### src/rtl/packet_buffer_reader.sv
`default_nettype none
// ============================================================================
//  Module   : packet_buffer_reader
//  Purpose  : Reads a buffer word stream made of a header word followed by
//             payload words, and turns it into a packet beat stream.
//             Header: [15:0] = packet length in bytes, [31:16] = interface id.
//             Payload is packed little-endian: byte n sits in word n/4, lane n%4.
//             Zero-length or oversize headers raise a one-cycle hdr_err.
//             Oversize packets are then consumed silently. A zero-length
//             packet has no payload words, so the next word is a header.
//  Ports    : clk, rst_n (async, active-low)
//             s_data/s_valid/s_ready            - buffer word stream in
//             m_data/m_keep/m_last/m_user/
//             m_valid/m_ready                   - packet beat stream out
//             hdr_err                           - rejected-header pulse
//             busy                              - high outside HEADER state
//             pkt_count/err_count               - only with
//                                                 PACKET_BUFFER_READER_STATS_EN
//  Options  : `define PACKET_BUFFER_READER_STATS_EN adds the packet and error
//             counters.
//  Revision : 1.0 - initial release
// ============================================================================
module packet_buffer_reader #(
    parameter int MAX_LEN = 1500,
    parameter int CNT_W   = 16
) (
    input  logic        clk,
    input  logic        rst_n,
    input  logic [31:0] s_data,
    input  logic        s_valid,
    output logic        s_ready,
    output logic [31:0] m_data,
    output logic [3:0]  m_keep,
    output logic        m_last,
    output logic [15:0] m_user,
    output logic        m_valid,
    input  logic        m_ready,
    output logic        hdr_err,
    output logic        busy
`ifdef PACKET_BUFFER_READER_STATS_EN
    ,
    output logic [31:0] pkt_count,
    output logic [15:0] err_count
`endif
);

    localparam logic [31:0] c_max_len = 32'(MAX_LEN);

    typedef enum logic [1:0] {
        HEADER  = 2'd0,
        PAYLOAD = 2'd1,
        DROP    = 2'd2
    } state_t;

    state_t             state_q;
    logic [CNT_W-1:0]   remaining_q;   // bytes left in PAYLOAD, words left in DROP
    logic [15:0]        id_q;
    logic [31:0]        m_data_q;
    logic [3:0]         m_keep_q;
    logic               m_last_q;
    logic [15:0]        m_user_q;
    logic               m_valid_q;
    logic               hdr_err_q;
`ifdef PACKET_BUFFER_READER_STATS_EN
    logic [31:0]        pkt_count_q;
    logic [15:0]        err_count_q;
`endif

    logic               w_out_free;
    logic               w_s_ready;
    logic               w_s_xfer;
    logic [15:0]        w_len;
    logic [CNT_W-1:0]   w_len_cnt;
    logic [CNT_W-1:0]   w_words;
    logic               w_rem_le4;

    // The output register can take a new word when empty or draining this cycle.
    // HEADER also waits on it, so a header cannot overtake a stalled final beat.
    assign w_out_free = !m_valid_q || m_ready;

    always_comb begin
        w_s_ready = 1'b0;
        case (state_q)
            HEADER:  w_s_ready = w_out_free;
            PAYLOAD: w_s_ready = w_out_free;
            DROP:    w_s_ready = 1'b1;
            default: w_s_ready = 1'b0;
        endcase
    end

    assign w_s_xfer  = s_valid && w_s_ready;
    assign w_len     = s_data[15:0];
    assign w_len_cnt = CNT_W'(w_len);
    assign w_words   = (w_len_cnt + CNT_W'(3)) >> 2;
    assign w_rem_le4 = (remaining_q <= CNT_W'(4));

    always_ff @(posedge clk or negedge rst_n) begin
        if (!rst_n) begin
            state_q     <= HEADER;
            remaining_q <= '0;
            id_q        <= '0;
            m_data_q    <= '0;
            m_keep_q    <= '0;
            m_last_q    <= 1'b0;
            m_user_q    <= '0;
            m_valid_q   <= 1'b0;
            hdr_err_q   <= 1'b0;
`ifdef PACKET_BUFFER_READER_STATS_EN
            pkt_count_q <= '0;
            err_count_q <= '0;
`endif
        end else begin
            hdr_err_q <= 1'b0;
            if (m_valid_q && m_ready) begin
                m_valid_q <= 1'b0;
            end
`ifdef PACKET_BUFFER_READER_STATS_EN
            if (m_valid_q && m_ready && m_last_q) begin
                pkt_count_q <= pkt_count_q + 32'd1;
            end
`endif
            case (state_q)
                HEADER: begin
                    if (w_s_xfer) begin
                        if (w_len == 16'd0) begin
                            hdr_err_q <= 1'b1;
                        end else if (32'(w_len) > c_max_len) begin
                            hdr_err_q   <= 1'b1;
                            remaining_q <= w_words;
                            state_q     <= DROP;
                        end else begin
                            id_q        <= s_data[31:16];
                            remaining_q <= w_len_cnt;
                            state_q     <= PAYLOAD;
                        end
`ifdef PACKET_BUFFER_READER_STATS_EN
                        if ((w_len == 16'd0 || 32'(w_len) > c_max_len) &&
                            err_count_q != 16'hFFFF) begin
                            err_count_q <= err_count_q + 16'd1;
                        end
`endif
                    end
                end
                PAYLOAD: begin
                    if (w_s_xfer) begin
                        m_valid_q <= 1'b1;
                        m_data_q  <= s_data;
                        m_user_q  <= id_q;
                        if (w_rem_le4) begin
                            m_last_q <= 1'b1;
                            // remaining is 1..4 here; 4 wraps to lane code 0
                            case (remaining_q[1:0])
                                2'd1:    m_keep_q <= 4'b0001;
                                2'd2:    m_keep_q <= 4'b0011;
                                2'd3:    m_keep_q <= 4'b0111;
                                default: m_keep_q <= 4'b1111;
                            endcase
                            remaining_q <= '0;
                            state_q     <= HEADER;
                        end else begin
                            m_last_q    <= 1'b0;
                            m_keep_q    <= 4'b1111;
                            remaining_q <= remaining_q - CNT_W'(4);
                        end
                    end
                end
                DROP: begin
                    if (w_s_xfer) begin
                        // <= 1 also covers a zero word count, so the counter never wraps
                        if (remaining_q <= CNT_W'(1)) begin
                            remaining_q <= '0;
                            state_q     <= HEADER;
                        end else begin
                            remaining_q <= remaining_q - CNT_W'(1);
                        end
                    end
                end
                default: state_q <= HEADER;
            endcase
        end
    end

    assign s_ready = w_s_ready;
    assign m_data  = m_data_q;
    assign m_keep  = m_keep_q;
    assign m_last  = m_last_q;
    assign m_user  = m_user_q;
    assign m_valid = m_valid_q;
    assign hdr_err = hdr_err_q;
    assign busy    = (state_q != HEADER);
`ifdef PACKET_BUFFER_READER_STATS_EN
    assign pkt_count = pkt_count_q;
    assign err_count = err_count_q;
`endif

endmodule
`default_nettype wire

### config.mk
export PLATFORM = sky130hd
export DESIGN_NAME = packet_buffer_reader
export DESIGN_NICKNAME = d
export VERILOG_FILES = /design/src/rtl/packet_buffer_reader.sv
export SDC_FILE = /design/constraint.sdc
export NUM_CORES = 1
export LEC_CHECK = 0
export CAP_MARGIN = 20
export CORE_MARGIN = 4
export CORE_UTILIZATION = 32
export DETAILED_ROUTE_END_ITERATION = 8
export GPL_TIMING_DRIVEN = 0
export PLACE_DENSITY_LB_ADDON = 0.15
export SYNTH_ARGS = -nofsm -noshare
export SYNTH_HDL_FRONTEND = slang
export SYNTH_SLANG_ARGS = --single-unit
### constraint.sdc
create_clock -name clk -period 2.5 [get_ports clk]
set_clock_uncertainty 0.1 [all_clocks]
set_input_delay 0.25 -clock clk [delete_from_list [all_inputs] [get_ports clk]]
set_output_delay 0.25 -clock clk [all_outputs]
set_load 0.02 [all_outputs]
; After elaboration in Yosys (flattened, before gate mapping)
; Cells that the tools add are included.
[totals]
regBits = 89
output_inout_bits = 57
[op_classes]
reduce_logical = 13
magnitude_cmp = 3
bitwise_logic = 2
n_addsub = 3
eq_ne = 11
muxes = 27
[ops]
columns = cell, n
row1 = $mux 16, 7
row2 = $pmux 16 s3, 1
row3 = $add 16x2->16 const B, 1
row4 = $gt 16x11->1 const B, 1
row5 = $le 16x1->1 const B, 1
row6 = $le 16x3->1 const B, 1
row7 = $logic_not 16->1, 1
row8 = $sub 16x1->16 const B, 1
row9 = $sub 16x3->16 const B, 1
row10 = $mux 2, 7
row11 = $ne 2x2->1 const B, 6
row12 = $pmux 4 s3, 1
row13 = $mux 1, 8
row14 = $eq 2x2->1 const B, 3
row15 = $pmux 2 s3, 1
row16 = $reduce_and 6->1, 1
row17 = $reduce_and 5->1, 1
row18 = $eq 2x1->1 const B, 2
row19 = $mux 4, 1
row20 = $reduce_and 4->1, 1
row21 = $reduce_bool 3->1, 1
row22 = $logic_and 1x1->1, 2
row23 = $logic_not 2->1, 1
row24 = $not 1->1, 2
row25 = other kinds (6), 6

; Longest topological paths before layout
; Gate-level depths: netlist of the first run.
[logic_depth]
word_depth = 6
depth_mapped = 10
depth_no_buf = 8

; Worst setup path before layout of the first run
; No wires, ideal clock.
[synth_timing]
path_type = reg2reg
startpoint = reg remaining_q[2]
endpoint = reg remaining_q[6]
setup_slack_ns = 0.276
synth_period_minus_slack_ns = 2.224
arrival_time_ns = 2.000
path_stages_with_launch = 9
required_ns = 2.275
path_cell_list = dfrtp_1 -> inv_1 -> ha_1 -> nor3b_2 -> nand4b_2 -> o211ai_1 -> nand2_1 -> o2bb2ai_1 -> mux2_2
[synth_via]
elab_chain_cells = 4
elab_cells_between_ends = 9
cone_classes = add/sub (2) / order compare (2) / mux (5)
[synth_lines]
columns = element, line
row1 = start: declaration, 56  ; logic [CNT_W-1:0] remaining_q;
row2 = start signal: assignment, 129  ; remaining_q <= w_words;
row3 = start signal: assignment, 133  ; remaining_q <= w_len_cnt;
row4 = start signal: assignment, 163  ; remaining_q <= remaining_q - CNT_W'(4);
row5 = $sub 16x1->16 (tied with other cells), 174  ; remaining_q <= remaining_q - CNT_W'(1);
row6 = $mux 16 (on tied branches), "170, 149"
row7 = $mux 16 (on tied branches), "168, 145"
row8 = $pmux 16 s3 *, 122  ; case (state_q)
; Mark *: on every way between the ends. The rest lies on a longest branch, timed or not. The select of a mux whose other input is x is not followed.
; A chain may end at the register's enable or synchronous reset.

; Final worst setup path of the first run
[layout_timing]
startpoint = reg remaining_q[6]
endpoint = reg remaining_q[8]
; The elaborated chain is that of the path after synthesis.

==> flow_summary.json, run 1 <==
{
  "irDropWorstVdd_v": 0.000519,
  "cp-start-kind": "flip-flop",
  "muxShareOfSynthArea": 0.0663,
  "worst_path_max_delay_cell": "nor4_1",
  "root_buffer": "clkbuf_16",
  "io_buffers": 85,
  "numClockSinks": 89,
  "crit_type": "flip-flop to flip-flop",
  "syn_to_final_growth_pct": 32.3,
  "rr_startpoint": "remaining_q[6]$_DFFE_PN0P_",
  "start_util": 0.330,
  "clk_latency_ps": 350,
  "drtIter0Drc": 189,
  "syn_avg_cell_area_um2": 9.03,
  "end_kind": "flip-flop",
  "cp-endpoint": "remaining_q[8]$_DFFE_PN0P_",
  "cts_made_buffers": 9,
  "relSlewSlack": 0.589,
  "layout_commonest_cell": "nand2_1",
  "grt_start_max_net_pins": 70,
  "cp.depth": 6,
  "synth_top_area_cell": "dfrtp_1",
  "drive_gt1_frac": 0.128,
  "ys_top_cells_by_area": "dfrtp_1 46%, nand2_1 12%, mux2_4 3.1%",
  "io_pins": 93,
  "grt_usage": 0.169,
  "maxSlewViolCount": 0,
  "cts_tree": "yes",
  "cts_buffer_depth": 2,
  "rr_worst_depth": 6,
  "fin_crit_ps": 2430,
  "rsz0062_at_grt": "yes",
  "drcViolationCount": 0,
  "synth_edf_count": 0,
  "tightestPinTransition_ps": 617,
  "worstPathRequired_ps": 2640,
  "grt_pass1_vias": 4152,
  "coreArea_mm2": 0.0147,
  "async_reset_ff_frac": 1.00,
  "die-area_mm2": 0.0172,
  "grt_pass1_wl_mm": 22.3,
  "die_h_um": 131,
  "synth-seq-cells": 89,
  "h-tree-depth": 3,
  "nNetsFinal": 688,
  "vias_per_cell": 5.03,
  "final-setup-viol-count": 0,
  "arrival_ps": 2560,
  "fin_tns_setup_ps": 0,
  "gp_congestion": 0.891,
  "antenna_left": 0,
  "grt-ovfl-total": 0,
  "dp_slack_ps": -465,
  "dr.pass1.iters": 5,
  "holdWs_ps": 102,
  "synth-main-ff-cell": "dfrtp_1",
  "antennaDiodeCount": 0,
  "max_freq_mhz": 412,
  "synth-seq-area-share": 0.459,
  "synth-simple-area-share": 0.252,
  "r2r_slack_ps": 70,
  "crit_start": "remaining_q[6]$_DFFE_PN0P_",
  "cp_top_family": "compound AO/OA/AOI/OAI gates",
  "p_leak_nw": 2.95,
  "syn_inst": 537,
  "avgRoutedWirePerCell_um": 16.8,
  "clk_pin_slew_worst_paths_ps": 70,
  "hold_viol_final": 0,
  "grt_antenna_before_repair": 0,
  "hold_start": "s_data[2]",
  "synth_nets": 582,
  "finalWorstSetupSlack_ps": 71.8,
  "synth_xor_area_frac": 0.0181,
  "synth_compound_area_frac": 0.135,
  "outcome": "finished, final reports clean",
  "final_cell_mix": "160 x nand2_1, 88 x dfrtp_1, 84 x clkdlybuf4s50_1",
  "cap_violations": 0,
  "fin_crit_sh": 0.971,
  "synthDistinctLibCells": 70,
  "critical-path-max-stage-delay_ps": 490,
  "synth_top_family_by_area": "simple AND/OR/NAND/NOR gates",
  "r2r-end": "remaining_q[8]$_DFFE_PN0P_",
  "syn_area_mm2": 0.00485,
  "num_rows": 44,
  "path_cells": "nor4_1 -> a41o_1 -> buf_2 -> o21ai_0 -> a32o_1 -> a211o_1",
  "synth_adder_area_share": 0.0232,
  "power_density_mw_per_mm2": 1060,
  "num_vias": 4178,
  "worst-path-max-fanout": 10,
  "yosys.area.top_type_share": 0.459,
  "crit_buf_inv": 1,
  "ys_warn_count": 0,
  "hold_path_class": "input pin to flip-flop",
  "die_x_um": 131,
  "dp_hpwl_mm": 10.3,
  "wirelength_mm": 14.0
}
==> what timing repair did <==
action | 4_1_cts | 5_1_grt
setup buffers | 1 | 9
hold endpoints to repair | 20 | 0
resized for setup | 11 | 6
endpoints found under the setup margin | 73 | 44
hold buffers | 1 | 0
pin swaps | 2 | 5
==> synthesized netlist by cell type, types with 3 or more instances <==
master / number
nand2_1: 161
dfrtp_1: 89
nor2_1: 30
o21ai_0: 29
clkbuf_1: 20
inv_1: 17
a21oi_1: 12
nand3_1: 11
mux2_4: 10
ha_1: 9
mux2_2: 9
mux2i_1: 7
or3_1: 7
buf_2: 6
nor4_1: 6
o211ai_1: 6
a21o_1: 5
a31oi_1: 5
nor3_1: 5
xnor2_1: 5
xor2_1: 5
nand2b_1: 4
nand4_1: 4
nor2b_1: 4
or2_2: 4
a32o_1: 3
and3_1: 3
o22a_1: 3
==> metrics by stage <==
stage	std cells	utilization	instance area [um^2]	power (mW)
3_3_place_gp	806	0.403	5930	5.18
2_1_floorplan	537	-	4850	3.99
5_1_grt	831	0.436	6410	7.24
4_1_cts	823	0.430	6320	6.77
6_report	831	0.436	6410	6.80
3_5_place_dp	807	0.405	5950	5.19
==> power breakdown <==
| part | switching [mW] | total [mW] | leakage (nW) | internal (mW) |
|---|---|---|---|---|
| clock network | 0.592 | 1.47 | 0.152 | 0.876 |
| logic | 1.67 | 3.04 | 1.63 | 1.37 |
| registers | 0.379 | 2.29 | 1.16 | 1.91 |
| total | 2.64 | 6.80 | 2.95 | 4.16 |
==> flip-flops by register name, summed over array words and instances (netlist names) <==
name	count
m_user	16
state_q	2
m_last	1
remaining_q	16
m_keep	4
m_data	32
m_valid	1
id_q	16
hdr_err	1
==> routing by layer <==
metal  global-route usage  wire length, um  up-vias
li1                     -                -     2067
met1                0.241             6640     1986
met2                0.253             6410      103
met3               0.0332              665       22
met4               0.0629              257        0
met5                    0                0        -
==> tightest hold or removal path: cells and delay by family <==
family / cells / cell delay, ps
buffers and inverters: 1 / 150
and+or+nand+nor: 2 / 110
==> logic make-up (layout without fill, tap and decap cells) <==
family / after synthesis / after routing
adders and majority gates: 9 / 9
and+or+nand+nor: 260 / 260
buffers and inverters: 48 / 158
muxes: 26 / 26
DFF: 89 / 89
AOI/OAI and AO/OA: 95 / 95
xor gates and xnor gates: 10 / 10
==> how the worst min path moves through the flow <==
stage / depth (start not counted) / to / slack (ps)
5_1_grt: 3 / m_data[2]$_DFFE_PN0P_ / 140
2_1_floorplan: 0 / hdr_err$_DFF_PN0_ / -150
6_report: 3 / m_data[2]$_DFFE_PN0P_ / 100
4_1_cts: 3 / m_data[2]$_DFFE_PN0P_ / 100
3_5_place_dp: 1 / m_data[2]$_DFFE_PN0P_ / 80
3_3_place_gp: 2 / m_user[15]$_DFFE_PN0P_ / 350
==> final cells by class <==
| cell class | instances | area [um^2] |
|---|---|---|
| buffer | 29 | 163 |
| inverter | 17 | 63.8 |
| clock inverter | 6 | 90.1 |
| tap | 184 | 230 |
| timing repair buffer | 97 | 961 |
| fill | 1446 | 8290 |
| clock buffer | 9 | 225 |
| multi-input combinational | 400 | 2450 |
| sequential | 89 | 2230 |
Note: power is estimated with default switching activity, not from simulation.
==> inputs of run 2 (changes only) <==
MAX_ROUTING_LAYER = met4   (was default)
==> run 2 against run 1 <==
Design area down 0.51%. Worst hold slack better by 11 ps. Combinational power about the same. Setup slack better by 36 ps. Maximum frequency increased by 1.5%. Register-to-register slack improved by 40 ps. Critical path depth is 1 higher. Utilization is 0.22 points lower. Total power fell by 1.4%. Final cell count up 0.12%. Largest power group unchanged. Non-clock buffer count unchanged. Die area unchanged. Critical endpoint unchanged.
==> flow_summary.json, run 2 (same netlist as run 1, synthesis figures left out) <==
{
  "outcome": "finished, final reports clean",
  "fin_crit_sh": 0.957,
  "die-area_mm2": 0.0172,
  "drive_gt1_frac": 0.131,
  "hold_viol_final": 0,
  "placedCellCount": 807,
  "fillers": 1476,
  "end_kind": "flip-flop",
  "p_leak_nw": 2.93,
  "grt_pass1_wl_mm": 23.1,
  "cap_violations": 0,
  "wirelength_mm": 14.3,
  "layout_commonest_cell": "nand2_1",
  "clk_pin_slew_worst_paths_ps": 70,
  "cts_made_buffers": 9,
  "numClockSinks": 89,
  "final-setup-viol-count": 0,
  "drtIter0Drc": 165,
  "arrival_ps": 2530,
  "cts_tree": "yes",
  "rsz0062_at_grt": "yes",
  "irDropWorstVdd_v": 0.000555,
  "syn_to_final_growth_pct": 31.6,
  "num_rows": 44,
  "power_density_mw_per_mm2": 1050,
  "final_cell_mix": "159 x nand2_1, 88 x dfrtp_1, 84 x clkdlybuf4s50_1",
  "grt_antenna_before_repair": 0,
  "grt_usage": 0.179,
  "avgRoutedWirePerCell_um": 17.2,
  "tightestPinTransition_ps": 677,
  "nNetsFinal": 688,
  "multi_input_area_mm2": 0.00245,
  "h-tree-depth": 3,
  "dp_hpwl_mm": 10.4,
  "root_buffer": "clkbuf_16",
  "hold_path_class": "input pin to flip-flop",
  "cts_buffer_depth": 2,
  "die_h_um": 131,
  "drcViolationCount": 0,
  "finalNonFillerCells": 832,
  "largest_reg_flops": 32,
  "dr.pass1.iters": 4,
  "dp_slack_ps": -408,
  "grt_start_max_net_pins": 49,
  "grt_pass1_vias": 4173,
  "fin_tns_setup_ps": 0,
  "maxSlewViolCount": 0,
  "coreArea_mm2": 0.0147,
  "grt-ovfl-total": 0,
  "cp-start-kind": "flip-flop",
  "gp_congestion": 0.886,
  "die_x_um": 131,
  "fin_crit_ps": 2390,
  "max_freq_mhz": 418,
  "antenna_left": 0,
  "antennaDiodeCount": 0,
  "io_buffers": 85,
  "worst-path-max-fanout": 10,
  "r2r_slack_ps": 110,
  "relSlewSlack": 0.549,
  "finalWorstSetupSlack_ps": 108,
  "seqCellArea_mm2": 0.00223,
  "num_vias": 4196,
  "crit_type": "flip-flop to flip-flop",
  "worstPathRequired_ps": 2640,
  "io_pins": 93,
  "vias_per_cell": 5.04,
  "clk_latency_ps": 350,
  "start_util": 0.330
}
run 2: power breakdown:
group / switching, mW / internal [mW] / total, mW
logic: 1.70 / 1.36 / 3.06
clock network: 0.647 / 0.701 / 1.35
registers: 0.386 / 1.91 / 2.30
run 2: final timing paths:
check / startpoint / end / depth (start not counted)
setup / recovery: remaining_q[13]$_DFFE_PN0P_ / remaining_q[8]$_DFFE_PN0P_ / 7
hold reg to reg: id_q[10]$_DFFE_PN0P_ / m_user[10]$_DFFE_PN0P_ / 2
min in group asynchronous: rst_n / remaining_q[1]$_DFFE_PN0P_ / 2
max in group asynchronous: rst_n / id_q[10]$_DFFE_PN0P_ / 3
hold / removal: s_data[3] / m_data[3]$_DFFE_PN0P_ / 3
setup reg to reg: remaining_q[13]$_DFFE_PN0P_ / remaining_q[8]$_DFFE_PN0P_ / 7
run 2: worst max-delay path, cell delays in order, from the launching register on:
cell and delay, ps:
dfrtp_1 360, clkbuf_1 180, nor4_1 380, a41o_1 230, buf_2 250, o21ai_0 190
a32o_1 300, a211o_1 290
run 2: stage by stage:
stage               power (mW)  instance area (um^2)  utilization  hold WS [ps]
finish                    6.71                  6380        0.434           114
global route              7.19                  6380        0.434           110
CTS                       6.69                  6290        0.428          99.2
detailed placement        5.22                  5950        0.404           235
global placement          5.21                  5930        0.403           347
floorplan                 3.99                  4850            -          -146
run 2: routing by layer:
metal	vias up	part of all wire	wire, um	track usage
met5	-	0	0	-
met2	87	0.47	6720	0.267
met4	0	0.017	248	0.0538
met1	2033	0.48	6850	0.247
li1	2055	-	-	-
met3	21	0.035	506	0.0353
run 2: cell type report:
class,instances,share of cell area
Buffer,30,0.0263
Clock buffer,9,0.0353
Clock inverter,7,0.0102
Inverter,17,0.0100
Multi-Input combinational cell,400,0.384
Sequential cell,89,0.349
Tap cell,184,0.0361
Timing Repair Buffer,96,0.148
run 2: repair_timing:
action	CTS	global route
buffers inserted	1	8
cloned	0	0
pin swaps	2	5
hold buffers	1	0
endpoints found under the setup margin	56	42
endpoints found under the hold margin	47	0
gates resized for setup	12	7
==> inputs of run 3 (changes only) <==
CORE_MARGIN = 5   (was 4)
==> run 3 against run 2 <==
Utilization down 0.79 points. Routed wire length rose by 0.14%. Via count decreased by 0.26%. Critical endpoint is now remaining_q[10]$_DFFE_PN0P_. Highest routed layer unchanged.
==> flow_summary.json, run 3 (same netlist as run 1, synthesis figures left out) <==
{
  "worst-path-max-fanout": 7,
  "cap_violations": 0,
  "rsz0062_at_grt": "yes",
  "fillers": 1523,
  "grt_usage": 0.171,
  "dp_hpwl_mm": 10.6,
  "multi_input_area_mm2": 0.00245,
  "die_x_um": 133,
  "drtIter0Drc": 258,
  "end_kind": "flip-flop",
  "numClockSinks": 89,
  "grt_pass1_wl_mm": 23.5,
  "cts_buffer_depth": 2,
  "outcome": "finished, final reports clean",
  "num_rows": 45,
  "r2r_slack_ps": 80,
  "drcViolationCount": 0,
  "final_area_mm2": 0.00640,
  "final_cell_mix": "160 x nand2_1, 88 x dfrtp_1, 84 x clkdlybuf4s50_1",
  "root_buffer": "clkbuf_16",
  "finalNonFillerCells": 832,
  "die_h_um": 133,
  "maxSlewViolCount": 0,
  "hold_viol_final": 0,
  "seqCellArea_mm2": 0.00223,
  "power_density_mw_per_mm2": 1040,
  "max_freq_mhz": 414,
  "clk_latency_ps": 340,
  "arrival_ps": 2540,
  "grt_antenna_before_repair": 0,
  "antennaDiodeCount": 0,
  "hold_path_class": "input pin to flip-flop",
  "num_vias": 4185,
  "clk_pin_slew_worst_paths_ps": 60,
  "cp-start-kind": "flip-flop",
  "crit_type": "flip-flop to flip-flop",
  "io_pins": 93,
  "p_leak_nw": 2.93,
  "grt_start_max_net_pins": 50,
  "placedCellCount": 811,
  "antenna_left": 0,
  "vias_per_cell": 5.03,
  "relSlewSlack": 0.556,
  "layout_commonest_cell": "nand2_1",
  "coreArea_mm2": 0.0150,
  "io_buffers": 85,
  "grt-ovfl-total": 0,
  "tightestPinTransition_ps": 667,
  "worstPathRequired_ps": 2620,
  "syn_to_final_growth_pct": 32.1,
  "irDropWorstVdd_v": 0.000766,
  "avgRoutedWirePerCell_um": 17.2,
  "drive_gt1_frac": 0.130,
  "cts_made_buffers": 9,
  "fin_crit_ps": 2420,
  "dr.pass1.iters": 4,
  "nNetsFinal": 685,
  "place_area_mm2": 0.00595,
  "grt_pass1_vias": 4275,
  "largest_reg_flops": 32,
  "wirelength_mm": 14.3,
  "final-setup-viol-count": 0,
  "start_util": 0.322,
  "h-tree-depth": 3,
  "fin_crit_sh": 0.967,
  "power_mw": 6.69,
  "die-area_mm2": 0.0177,
  "gp_congestion": 0.898,
  "cts_tree": "yes"
}
==> run 3: area by class of cell <==
type,count,share of cell area
multi-input combinational,400,0.383
sequential,89,0.348
timing repair buffer,93,0.148
clock buffer,10,0.0373
tap,188,0.0367
buffer,30,0.0270
clock inverter,5,0.0102
inverter,17,0.00996
==> run 3: stage by stage <==
step / hold WS (ps) / util / setup WS (ps) / TNS [ps]
2_1_floorplan: -146 / - / 276 / 0
3_3_place_gp: 351 / 0.395 / -2370 / -226970
3_5_place_dp: 226 / 0.396 / -468 / -18740
4_1_cts: 100 / 0.423 / 15.1 / 0
5_1_grt: 125 / 0.426 / -12.1 / -27.4
6_report: 116 / 0.426 / 82.8 / 0
==> run 3: final timing paths <==
| path | startpoint | endpoint | cells after the start |
|---|---|---|---|
| hold / removal | s_data[3] | m_data[3]$_DFFE_PN0P_ | 3 |
| hold reg to reg | id_q[14]$_DFFE_PN0P_ | m_user[14]$_DFFE_PN0P_ | 2 |
| setup / recovery | remaining_q[2]$_DFFE_PN0P_ | remaining_q[10]$_DFFE_PN0P_ | 8 |
| min in group asynchronous | rst_n | m_data[0]$_DFFE_PN0P_ | 2 |
| setup reg to reg | remaining_q[2]$_DFFE_PN0P_ | remaining_q[10]$_DFFE_PN0P_ | 8 |
| max in group asynchronous | rst_n | state_q[1]$_DFFE_PN0P_ | 3 |
==> run 3: worst max-delay path, stage by stage (launching register included) <==
cell and delay (ps):
dfrtp_1 440, inv_1 110, ha_2 220, nor3b_4 300
nand2_1 200, or3_1 360, mux2_2 280, a21boi_0 180
o21ai_0 100
==> run 3: power breakdown <==
group	switching (mW)	total, mW	internal [mW]
registers	0.397	2.31	1.91
logic	1.67	2.98	1.32
clock network	0.593	1.40	0.805
total	2.66	6.69	4.03
==> run 3: what timing repair did <==
item                                    in CTS  in global routing
gates resized for setup                     11                 14
hold endpoints to repair                    48                  0
hold buffers                                 1                  0
buffers inserted                             4                  2
pin swaps                                    2                  5
endpoints found under the setup margin      73                 40
cloned                                       0                  0
==> run 3: layer usage <==
layer	up-vias	share of wire	GRT usage
li1	2051	-	-
met1	2045	0.47	0.228
met2	78	0.48	0.269
met3	11	0.033	0.0240
met4	0	0.013	0.0560
met5	-	0	-
